## src/rtl/cis_scan_ctrl.sv

```systemverilog
// Contact-image-sensor line-scan controller: sensor/ADC clocking, start pulse,
// LED sequencing and a latency-compensated valid/ready pixel stream.
module cis_scan_ctrl #(
  parameter int CLK_DIV = 4,
  parameter int PIXELS  = 2592,
  parameter int ADC_W   = 8,
  parameter int ADC_LAT = 2,
  parameter int INT_PAD = 8
) (
  input  logic             USB_CLK,
  input  logic             RST,
  input  logic             ENABLE,
  input  logic             COLOR_MODE,
  input  logic [ADC_W-1:0] ADC_DATA,
  output logic             CIS_CLK,
  output logic             CIS_SP,
  output logic             CIS_MODE,
  output logic             CIS_LED_RED,
  output logic             CIS_LED_GREEN,
  output logic             CIS_LED_BLUE,
  output logic             ADC_CLK,
  output logic [ADC_W-1:0] PIX_DATA,
  output logic             PIX_VALID,
  input  logic             PIX_READY,
  output logic             PIX_FIRST,
  output logic [1:0]       PIX_COLOR,
  output logic             OVERRUN,
  output logic             SCOPE_SYNC
);

  // state | meaning
  // IDLE  | scanning stopped, dividers and LEDs off
  // SP    | one pixel period with the sensor start pulse high
  // READ  | PIXELS+ADC_LAT pixel periods of ADC capture
  // PAD   | INT_PAD idle pixel periods for integration
  localparam logic [1:0] S_IDLE = 2'd0;
  localparam logic [1:0] S_SP   = 2'd1;
  localparam logic [1:0] S_READ = 2'd2;
  localparam logic [1:0] S_PAD  = 2'd3;

  localparam int DIV_W = $clog2(CLK_DIV);
  localparam int CNT_W = $clog2(PIXELS + ADC_LAT + INT_PAD + 1);

  localparam logic [DIV_W-1:0] DIV_LAST  = DIV_W'(CLK_DIV - 1);
  localparam logic [DIV_W-1:0] DIV_HALF  = DIV_W'(CLK_DIV / 2);
  localparam logic [CNT_W-1:0] READ_LAST = CNT_W'(PIXELS + ADC_LAT - 1);
  localparam logic [CNT_W-1:0] PAD_LAST  = CNT_W'((INT_PAD > 0) ? INT_PAD - 1 : 0);
  localparam logic [CNT_W-1:0] FIRST_PIX = CNT_W'(PIXELS - 1);
  localparam logic [CNT_W-1:0] PIX_CNT   = CNT_W'(PIXELS);
  localparam logic             NO_PAD    = (INT_PAD == 0);

  logic [1:0]       state;
  logic [DIV_W-1:0] div_cnt;
  logic [CNT_W-1:0] per_cnt;
  logic [1:0]       color_ptr;
  logic             line_rgb;
  logic             tick;
  logic             capture;
  logic             line_end;
  logic             lit;

  assign tick = (state != S_IDLE) && (div_cnt == DIV_LAST);

  // per_cnt counts READ periods down; the last PIXELS of them carry real pixels
  assign capture  = tick && (state == S_READ) && (per_cnt < PIX_CNT);
  assign line_end = tick && (per_cnt == '0) &&
                    ((state == S_PAD) || ((state == S_READ) && NO_PAD));

  always_ff @(posedge USB_CLK) begin
    if (RST) begin
      state     <= S_IDLE;
      div_cnt   <= '0;
      per_cnt   <= '0;
      color_ptr <= 2'd0;
      line_rgb  <= 1'b0;
      ADC_CLK   <= 1'b1;
      PIX_DATA  <= '0;
      PIX_VALID <= 1'b0;
      PIX_FIRST <= 1'b0;
      PIX_COLOR <= 2'd0;
      OVERRUN   <= 1'b0;
    end else begin
      ADC_CLK <= ~CIS_CLK;

      if ((state == S_IDLE) || tick) div_cnt <= '0;
      else                           div_cnt <= div_cnt + 1'b1;

      case (state)
        S_IDLE: if (ENABLE) begin
          state     <= S_SP;
          per_cnt   <= '0;
          line_rgb  <= COLOR_MODE;
          color_ptr <= 2'd0;
        end
        S_SP: if (tick) begin
          state   <= S_READ;
          per_cnt <= READ_LAST;
        end
        S_READ, S_PAD: if (tick) begin
          if (per_cnt == '0) begin
            state   <= S_PAD;
            per_cnt <= PAD_LAST;
          end else begin
            per_cnt <= per_cnt - 1'b1;
          end
        end
        default: state <= S_IDLE;
      endcase

      // line boundary overrides the per-state transition above
      if (line_end) begin
        if (ENABLE) begin
          state     <= S_SP;
          per_cnt   <= '0;
          line_rgb  <= COLOR_MODE;
          color_ptr <= (color_ptr == 2'd2) ? 2'd0 : color_ptr + 2'd1;
        end else begin
          state     <= S_IDLE;
          color_ptr <= 2'd0;
        end
      end

      if (capture) begin
        if (PIX_VALID && !PIX_READY) begin
          OVERRUN <= 1'b1;
        end else begin
          PIX_DATA  <= ADC_DATA;
          PIX_VALID <= 1'b1;
          PIX_FIRST <= (per_cnt == FIRST_PIX);
          PIX_COLOR <= line_rgb ? color_ptr : 2'd3;
        end
      end else if (PIX_VALID && PIX_READY) begin
        PIX_VALID <= 1'b0;
      end
    end
  end

  assign lit           = (state != S_IDLE);
  assign CIS_CLK       = lit && (div_cnt < DIV_HALF);
  assign CIS_SP        = (state == S_SP);
  assign SCOPE_SYNC    = CIS_SP;
  assign CIS_MODE      = 1'b1;
  assign CIS_LED_RED   = lit && (!line_rgb || (color_ptr == 2'd0));
  assign CIS_LED_GREEN = lit && (!line_rgb || (color_ptr == 2'd1));
  assign CIS_LED_BLUE  = lit && (!line_rgb || (color_ptr == 2'd2));

endmodule

```

## config.mk

```make
export PLATFORM = sky130hd
export DESIGN_NAME = cis_scan_ctrl
export DESIGN_NICKNAME = d
export VERILOG_FILES = /design/src/rtl/cis_scan_ctrl.sv
export SDC_FILE = /design/constraint.sdc
export NUM_CORES = 1
export LEC_CHECK = 0
export ABC_CLOCK_PERIOD_IN_PS = 2100
export CAP_MARGIN = 10
export CORE_MARGIN = 8
export CORE_UTILIZATION = 30
export CTS_CLUSTER_DIAMETER = 50
export DETAILED_ROUTE_END_ITERATION = 7
export GPL_TIMING_DRIVEN = 0
export PLACE_DENSITY = 0.53
export SLEW_MARGIN = 20
export SYNTH_ARGS = -nofsm -noshare
export SYNTH_HDL_FRONTEND = slang
export SYNTH_SLANG_ARGS = --single-unit
```

## constraint.sdc

```tcl
create_clock -name USB_CLK -period 2.1 [get_ports USB_CLK]
set_input_delay 0.21 -clock USB_CLK [delete_from_list [all_inputs] [get_ports USB_CLK]]
set_output_delay 0.21 -clock USB_CLK [all_outputs]
set_load 0.05 [all_outputs]
```

==> results of run 1 <==
## layout make-up
type	count	area, um2	share of cell area
Multi-Input combinational cell	145	1010	0.440
Sequential cell	33	666	0.289
Timing Repair Buffer	37	328	0.142
Buffer	13	90.1	0.0391
Tap cell	72	90.1	0.0391
Clock buffer	6	72.6	0.0315
Inverter	9	33.8	0.0147
Clock inverter	2	10.0	0.00434
## path summary, 6_finish.rpt
| path | from | end | slack [ns] | depth (start not counted) |
|---|---|---|---|---|
| worst max-delay path | per_cnt[5] | per_cnt[1] | 0.08 | 7 |
| worst min-delay path | div_cnt[0] | div_cnt[0] | 0.43 | 1 |
| worst max register to register | per_cnt[5] | per_cnt[1] | 0.08 | 7 |
| worst min register to register | div_cnt[0] | div_cnt[0] | 0.43 | 1 |
## worst reg2reg max path: stages, from the launching register on
cell	delay [ns]
dfxtp_4	0.38
or4_4	0.54
buf_6	0.16
nor4_4	0.32
and2_4	0.21
a21o_4	0.13
buf_12	0.13
nor2_1	0.05
## Yosys cell counts, types with 4 or more instances
library cell / n / share of area
mux2i_1: 8 / 0.046
a21oi_1: 20 / 0.058
nand2b_1: 4 / 0.014
nor2_1: 23 / 0.050
nor4_1: 6 / 0.022
o21ai_0: 10 / 0.029
nand2_1: 10 / 0.022
nor3_1: 5 / 0.014
nand3_1: 6 / 0.017
inv_1: 9 / 0.020
or3_1: 4 / 0.014
dfxtp_1: 33 / 0.38
clkbuf_1: 9 / 0.020
## placed cells by master, fill, tap and decap left out, types with 3 or more instances in the layout
| master | count |
|---|---|
| dfxtp_1 | 31 |
| clkdlybuf4s50_1 | 26 |
| nor2_1 | 23 |
| a21oi_1 | 19 |
| nand2_1 | 10 |
| inv_1 | 9 |
| o21ai_0 | 8 |
| buf_4 | 8 |
| mux2i_1 | 8 |
| clkbuf_2 | 7 |
| nand3_1 | 6 |
| clkbuf_8 | 5 |
| clkbuf_1 | 4 |
| or3_1 | 4 |
| nor3_1 | 4 |
| nor4_1 | 4 |
| nand2b_1 | 4 |
| buf_2 | 4 |
| nor4_4 | 3 |
| a211oi_2 | 3 |
| nand4b_1 | 3 |
| a31oi_1 | 3 |
| ha_1 | 3 |
## layer usage
| layer | vias to the layer above | global-route usage | wire, um |
|---|---|---|---|
| li1 | 814 | - | - |
| met5 | - | 0 | 0 |
| met4 | 0 | 0.0470 | 51 |
| met3 | 4 | 0.0318 | 236 |
| met1 | 759 | 0.141 | 2190 |
| met2 | 39 | 0.187 | 2170 |
## cell families after synthesis
kind of cell / after synthesis / share of synthesized area
AO/OA/AOI/OAI: 53 / 0.209
buffers and inverters: 23 / 0.0665
adder cells (fa/ha/maj): 3 / 0.0217
AND/OR/NAND/NOR: 77 / 0.257
XOR/XNOR: 3 / 0.0152
multiplexers: 8 / 0.0463
other: 1 / 0.00217
flip-flops: 33 / 0.382
## metrics by stage
| stage | setup slack, ns | cells | power (mW) | setup TNS [ns] | area, um2 |
|---|---|---|---|---|---|
| after global routing | -0.0561 | 317 | 1.55 | -0.133 | 2300 |
| after floorplan | 0.0991 | 201 | 0.903 | 0 | 1730 |
| after detailed placement | -0.644 | 305 | 1.02 | -7.53 | 2140 |
| after CTS | 0.0175 | 314 | 1.47 | 0 | 2240 |
| final | 0.0849 | 317 | 1.48 | 0 | 2300 |
| after global placement | -0.573 | 305 | 1.02 | -7.01 | 2140 |
## where the power goes
group	switching, mW	internal [mW]	total [mW]
Combinational	0.220	0.119	0.339
Sequential	0.0245	0.644	0.668
Clock	0.242	0.230	0.472
## what timing repair did
| action | CTS | global route |
|---|---|---|
| resized for setup | 32 | 18 |
| pin swaps | 2 | 4 |
| setup endpoints to repair | 30 | 25 |
| setup buffers | 2 | 3 |
## sequential cells by signal (all words and copies together), names as in the netlist, named ones only
signal	cells
PIX_COLOR	2
PIX_VALID	1
per_cnt	12
ADC_CLK	1
state	2
div_cnt	2
color_ptr	2
OVERRUN	1
PIX_FIRST	1
PIX_DATA	8
==> out/qor.yml, run 1 <==
run_status:
  status: "finished clean"
die:
  die_h_um: 91.9
  num_rows: 27
  initial_core_util: 0.312
  ios: 34
  core_area_um2: 5540
  dieArea_um2: 8450
  die_w_um: 91.9
synth:
  yosysWarnings: 0
  ys_seq_elements: 33
  ys.flop_type: "dfxtp_1"
  synth_edf_count: 0
  synthesis.nets: 217
  yosysSeqAreaShare: 0.382
  avgSynthCellArea_um2: 8.61
  ys_types: 47
  syn_inst: 201
  syn_area_um2: 1730
  synthArstFlopShare: 0
timing:
  fmax_mhz: 496
  tightestPinTransition_ns: 0.684
  finClkSkew_ns: 0.00722
  rsz0062_at_grt: "yes"
  hold_viol_final: 0
  final-max-slew-violation-count: 0
  period_needed_ns: 2.02
  fin_crit_sh: 0.960
  slew_headroom: 0.543
  whs_ns: 0.432
  setup_viol: 0
worst_setup_path:
  required_ns: 2.27
  crit_fanout: 10
  cp-start-kind: "flop"
  cp_slowest_cell: "or4_4"
  worstPathCellList: "or4_4, buf_6, nor4_4, and2_4, a21o_4, buf_12, nor2_1"
  critical_path_arrival_ns: 2.19
  cpPeakStageDelay_ns: 0.53
  crit_buf_inv: 2
  critPathKind: "flop to flop"
  end_kind: "flop"
  cp_top_family: "simple AND/OR/NAND/NOR gates"
cts:
  path_clk_slew_ns: 0.07
  clk_root_buffer_cell: "clkbuf_8"
  holdBufCountCts: 0
  clock_latency_ns: 0.28
  clockBufferDepth: 2
  clock-sinks: 33
  cts_tree: "yes"
  cts_made_buffers: 5
  ctsHtreeMaxLevel: 2
routing:
  dr.pass1.iters: 4
  drt-initial-drc-count: 185
  wire_per_inst_um: 14.7
  via_per_inst: 5.10
  drt_wl_total_mm: 4.65
  vias: 1616
  drtAntennaViolNets: 0
  drc: 0
place:
  gpl.final_weighted_congestion: 0.811
  dp_hpwl_mm: 3.33
  port_buffers: 32
final_layout:
  final_util: 0.416
  drive_above_1_share: 0.196
  syn_to_final_growth_pct: 33.2
  n_fill_cell: 560
  antenna_cells: 0
  nets: 260
global_routing:
  grt_max_degree: 11
  grt_pass1_vias: 1634
  gr-usage-all-layers: 0.115
  antenna_found_initial: 0
  grt_first_pass_wirelength_mm: 8.00
  globalRouteOverflowTotal: 0
pwr:
  p_leak_nw: 0.829
  power.density_nw_per_um2: 642
  peakVddDrop_v: 0.000320
min_path:
  min_path_type: "flop to flop"
run:
  drv_cap: 0
Note: power is estimated with default switching activity, not from simulation.
==> run 2, diff against run 1 <==
--- a/config.mk
+++ b/config.mk
@@ -7,12 +7,13 @@
 export LEC_CHECK = 0
 export ABC_CLOCK_PERIOD_IN_PS = 2100
 export CAP_MARGIN = 10
+export CORE_ASPECT_RATIO = 0.75
 export CORE_MARGIN = 8
 export CORE_UTILIZATION = 30
 export CTS_CLUSTER_DIAMETER = 50
 export DETAILED_ROUTE_END_ITERATION = 7
 export GPL_TIMING_DRIVEN = 0
-export PLACE_DENSITY = 0.53
+export PLACE_DENSITY = 0.59
 export SLEW_MARGIN = 20
 export SYNTH_ARGS = -nofsm -noshare
 export SYNTH_HDL_FRONTEND = slang
==> out/qor.yml, run 2 (synthesis gave the netlist of run 1 again) <==
final_layout:
  final_cell_mix: "dfxtp_1, clkdlybuf4s50_1, nor2_1"
  top_regs: "per_cnt: 12 flops, PIX_DATA: 8 flops"
  regArea_um2: 666  # unchanged
  largest_reg_flops: 12  # unchanged
  n_fill_cell: 566  # +1.1%
  antenna_cells: 0  # unchanged
  nets: 259  # -0.38%
  largest-register: "per_cnt"
  syn_to_final_growth_pct: 34.7
  drive_above_1_share: 0.197  # +0.000803
  final_common_cell: "dfxtp_1"
  multiInputGateArea_um2: 1010  # -0.86%
worst_setup_path:
  cp_slowest_cell: "or4_1"
  end_kind: "flop"
  cp-start-kind: "flop"
  cpPeakStageDelay_ns: 0.53  # about the same
  crit_buf_inv: 2  # unchanged
  crit_fanout: 10  # unchanged
  r2r_slack_ns: 0.08  # about the same
  critical_path_arrival_ns: 2.18  # about the same
  cp_top_family: "simple AND/OR/NAND/NOR gates"
  critPathKind: "flop to flop"
  worstPathCellList: "or4_1, buf_4, nor4_4, and2_4, a21o_4, buf_12, a211oi_2"
  required_ns: 2.26  # about the same
cts:
  ctsHtreeMaxLevel: 2  # unchanged
  cts_made_buffers: 5  # unchanged
  clockBufferDepth: 2  # unchanged
  path_clk_slew_ns: 0.07  # about the same
  clock_latency_ns: 0.29  # about the same
  holdBufCountCts: 0  # unchanged
  clock-sinks: 33  # unchanged
  clk_root_buffer_cell: "clkbuf_8"
  cts_tree: "yes"
die:
  dieArea_um2: 8480  # +0.30%
  num_rows: 24  # -11%
  die_h_um: 81.8  # -11%
  ios: 34  # unchanged
  initial_core_util: 0.303  # -0.00904
  core_area_um2: 5710  # +3.0%
  die_w_um: 104  # +13%
pwr:
  peakVddDrop_v: 0.000282  # -12%
  switching_power_uw: 483  # -0.60%
  pwr-share-comb: 0.204  # -0.025
  seqPwrFrac: 0.410  # -0.042
  p_clk_frac: 0.386  # +0.067
  p_sw_frac: 0.297  # -0.0318
  intPower_mw: 1.14  # +15%
  p_leak_nw: 0.829  # about the same
  power.density_nw_per_um2: 698  # +8.8%
  power_mw: 1.63  # +10%
timing:
  setup_viol: 0  # unchanged
  whs_ns: 0.435  # +0.00250 ns
  slew_headroom: 0.547  # +0.00403
  fin_crit_sh: 0.962  # +0.00281
  final-max-slew-violation-count: 0  # unchanged
  fmax_mhz: 495  # -0.29%
  tightestPinTransition_ns: 0.678  # -0.00603 ns
  period_needed_ns: 2.02  # +0.00590 ns
  finClkSkew_ns: 0.00736  # +0.000143 ns
  hold_viol_final: 0  # unchanged
routing:
  drc: 0  # unchanged
  drt_wl_total_mm: 4.51  # -3.0%
  via_per_inst: 4.95  # -3.0%
  wl_met2_mm: 1.93  # -11%
  drt-initial-drc-count: 108  # -42%
  wl_met3_um: 319  # +35%
  top_layer: "met4"
  vias: 1593  # -1.4%
  met1_length_mm: 2.21  # +0.68%
  dr.pass1.iters: 4  # unchanged
  wire_per_inst_um: 14.0  # -4.5%
  drtAntennaViolNets: 0  # unchanged
global_routing:
  antenna_found_initial: 0  # unchanged
  globalRouteOverflowTotal: 0  # unchanged
  grt_pass1_vias: 1514  # -7.3%
  grt_first_pass_wirelength_mm: 7.38  # -7.7%
  gr-usage-all-layers: 0.106  # -0.00946
  grt_max_degree: 11  # unchanged
place:
  gpl.final_weighted_congestion: 0.799  # -1.4%
  port_buffers: 32  # unchanged
  dp_hpwl_mm: 3.32  # -0.48%
run:
  drv_cap: 0  # unchanged
min_path:
  min_path_type: "flop to flop"
run_status:
  status: "finished clean"
## run 2: cell types whose count changed in the layout (fill, tap and decap cells not counted), sizes merged
cell           before  now
clkdlybuf4s15       0    1
clkinv              2    0
clkbuf             16   15
bufinv              0    1
## run 2: through the flow
stage          cell area [um2]  setup WS, ns   util  cells  setup TNS [ns]
3_3_place_gp              2150        -0.473  0.377    311           -5.33
6_report                  2330        0.0790  0.409    322               0
2_1_floorplan             1730        0.0991      -    201               0
3_5_place_dp              2150        -0.453  0.377    311           -5.02
4_1_cts                   2270        0.0181  0.398    319               0
5_1_grt                   2330      -0.00320  0.409    322        -0.00327
## run 2: power groups by stage
stage	clock network, mW	logic [mW]	registers, mW
finish	0.627	0.333	0.667
CTS	0.637	0.325	0.665
floorplan	0	0.222	0.680
global placement	0	0.336	0.678
global route	0.662	0.358	0.669
detailed placement	0	0.337	0.678
## run 2: per-layer routing
| layer | vias to the layer above | global-route usage |
|---|---|---|
| met1 | 729 | 0.150 |
| li1 | 810 | - |
| met5 | - | 0 |
| met4 | 0 | 0.0446 |
| met3 | 7 | 0.0282 |
| met2 | 47 | 0.149 |
## run 2: area by class of cell
cell class,instances,area share
Buffer,13,0.0365
Clock buffer,7,0.0370
Clock inverter,1,0.0129
Inverter,9,0.0145
Multi-Input combinational cell,145,0.432
Sequential cell,33,0.286
Tap cell,78,0.0419
Timing Repair Buffer,36,0.140
## run 2: final timing paths
| check | startpoint | endpoint | cells past startpoint |
|---|---|---|---|
| worst max-delay path | per_cnt[5] | per_cnt[5] | 7 |
| worst min-delay path | div_cnt[0] | div_cnt[0] | 1 |
| worst max register to register | per_cnt[5] | per_cnt[5] | 7 |
| worst min register to register | div_cnt[0] | div_cnt[0] | 1 |
## run 2: what timing repair did
item / in CTS / in global routing
gates resized for setup: 32 / 16
endpoints found under the setup margin: 26 / 26
buffers inserted: 1 / 3
pin swaps: 1 / 3
==> run 3, diff against run 2 <==
--- a/config.mk
+++ b/config.mk
@@ -6,7 +6,6 @@
 export NUM_CORES = 1
 export LEC_CHECK = 0
 export ABC_CLOCK_PERIOD_IN_PS = 2100
-export CAP_MARGIN = 10
 export CORE_ASPECT_RATIO = 0.75
 export CORE_MARGIN = 8
 export CORE_UTILIZATION = 30
==> results of run 3 <==
No change in the layout: final DEF, timing and power equal those of run 2.
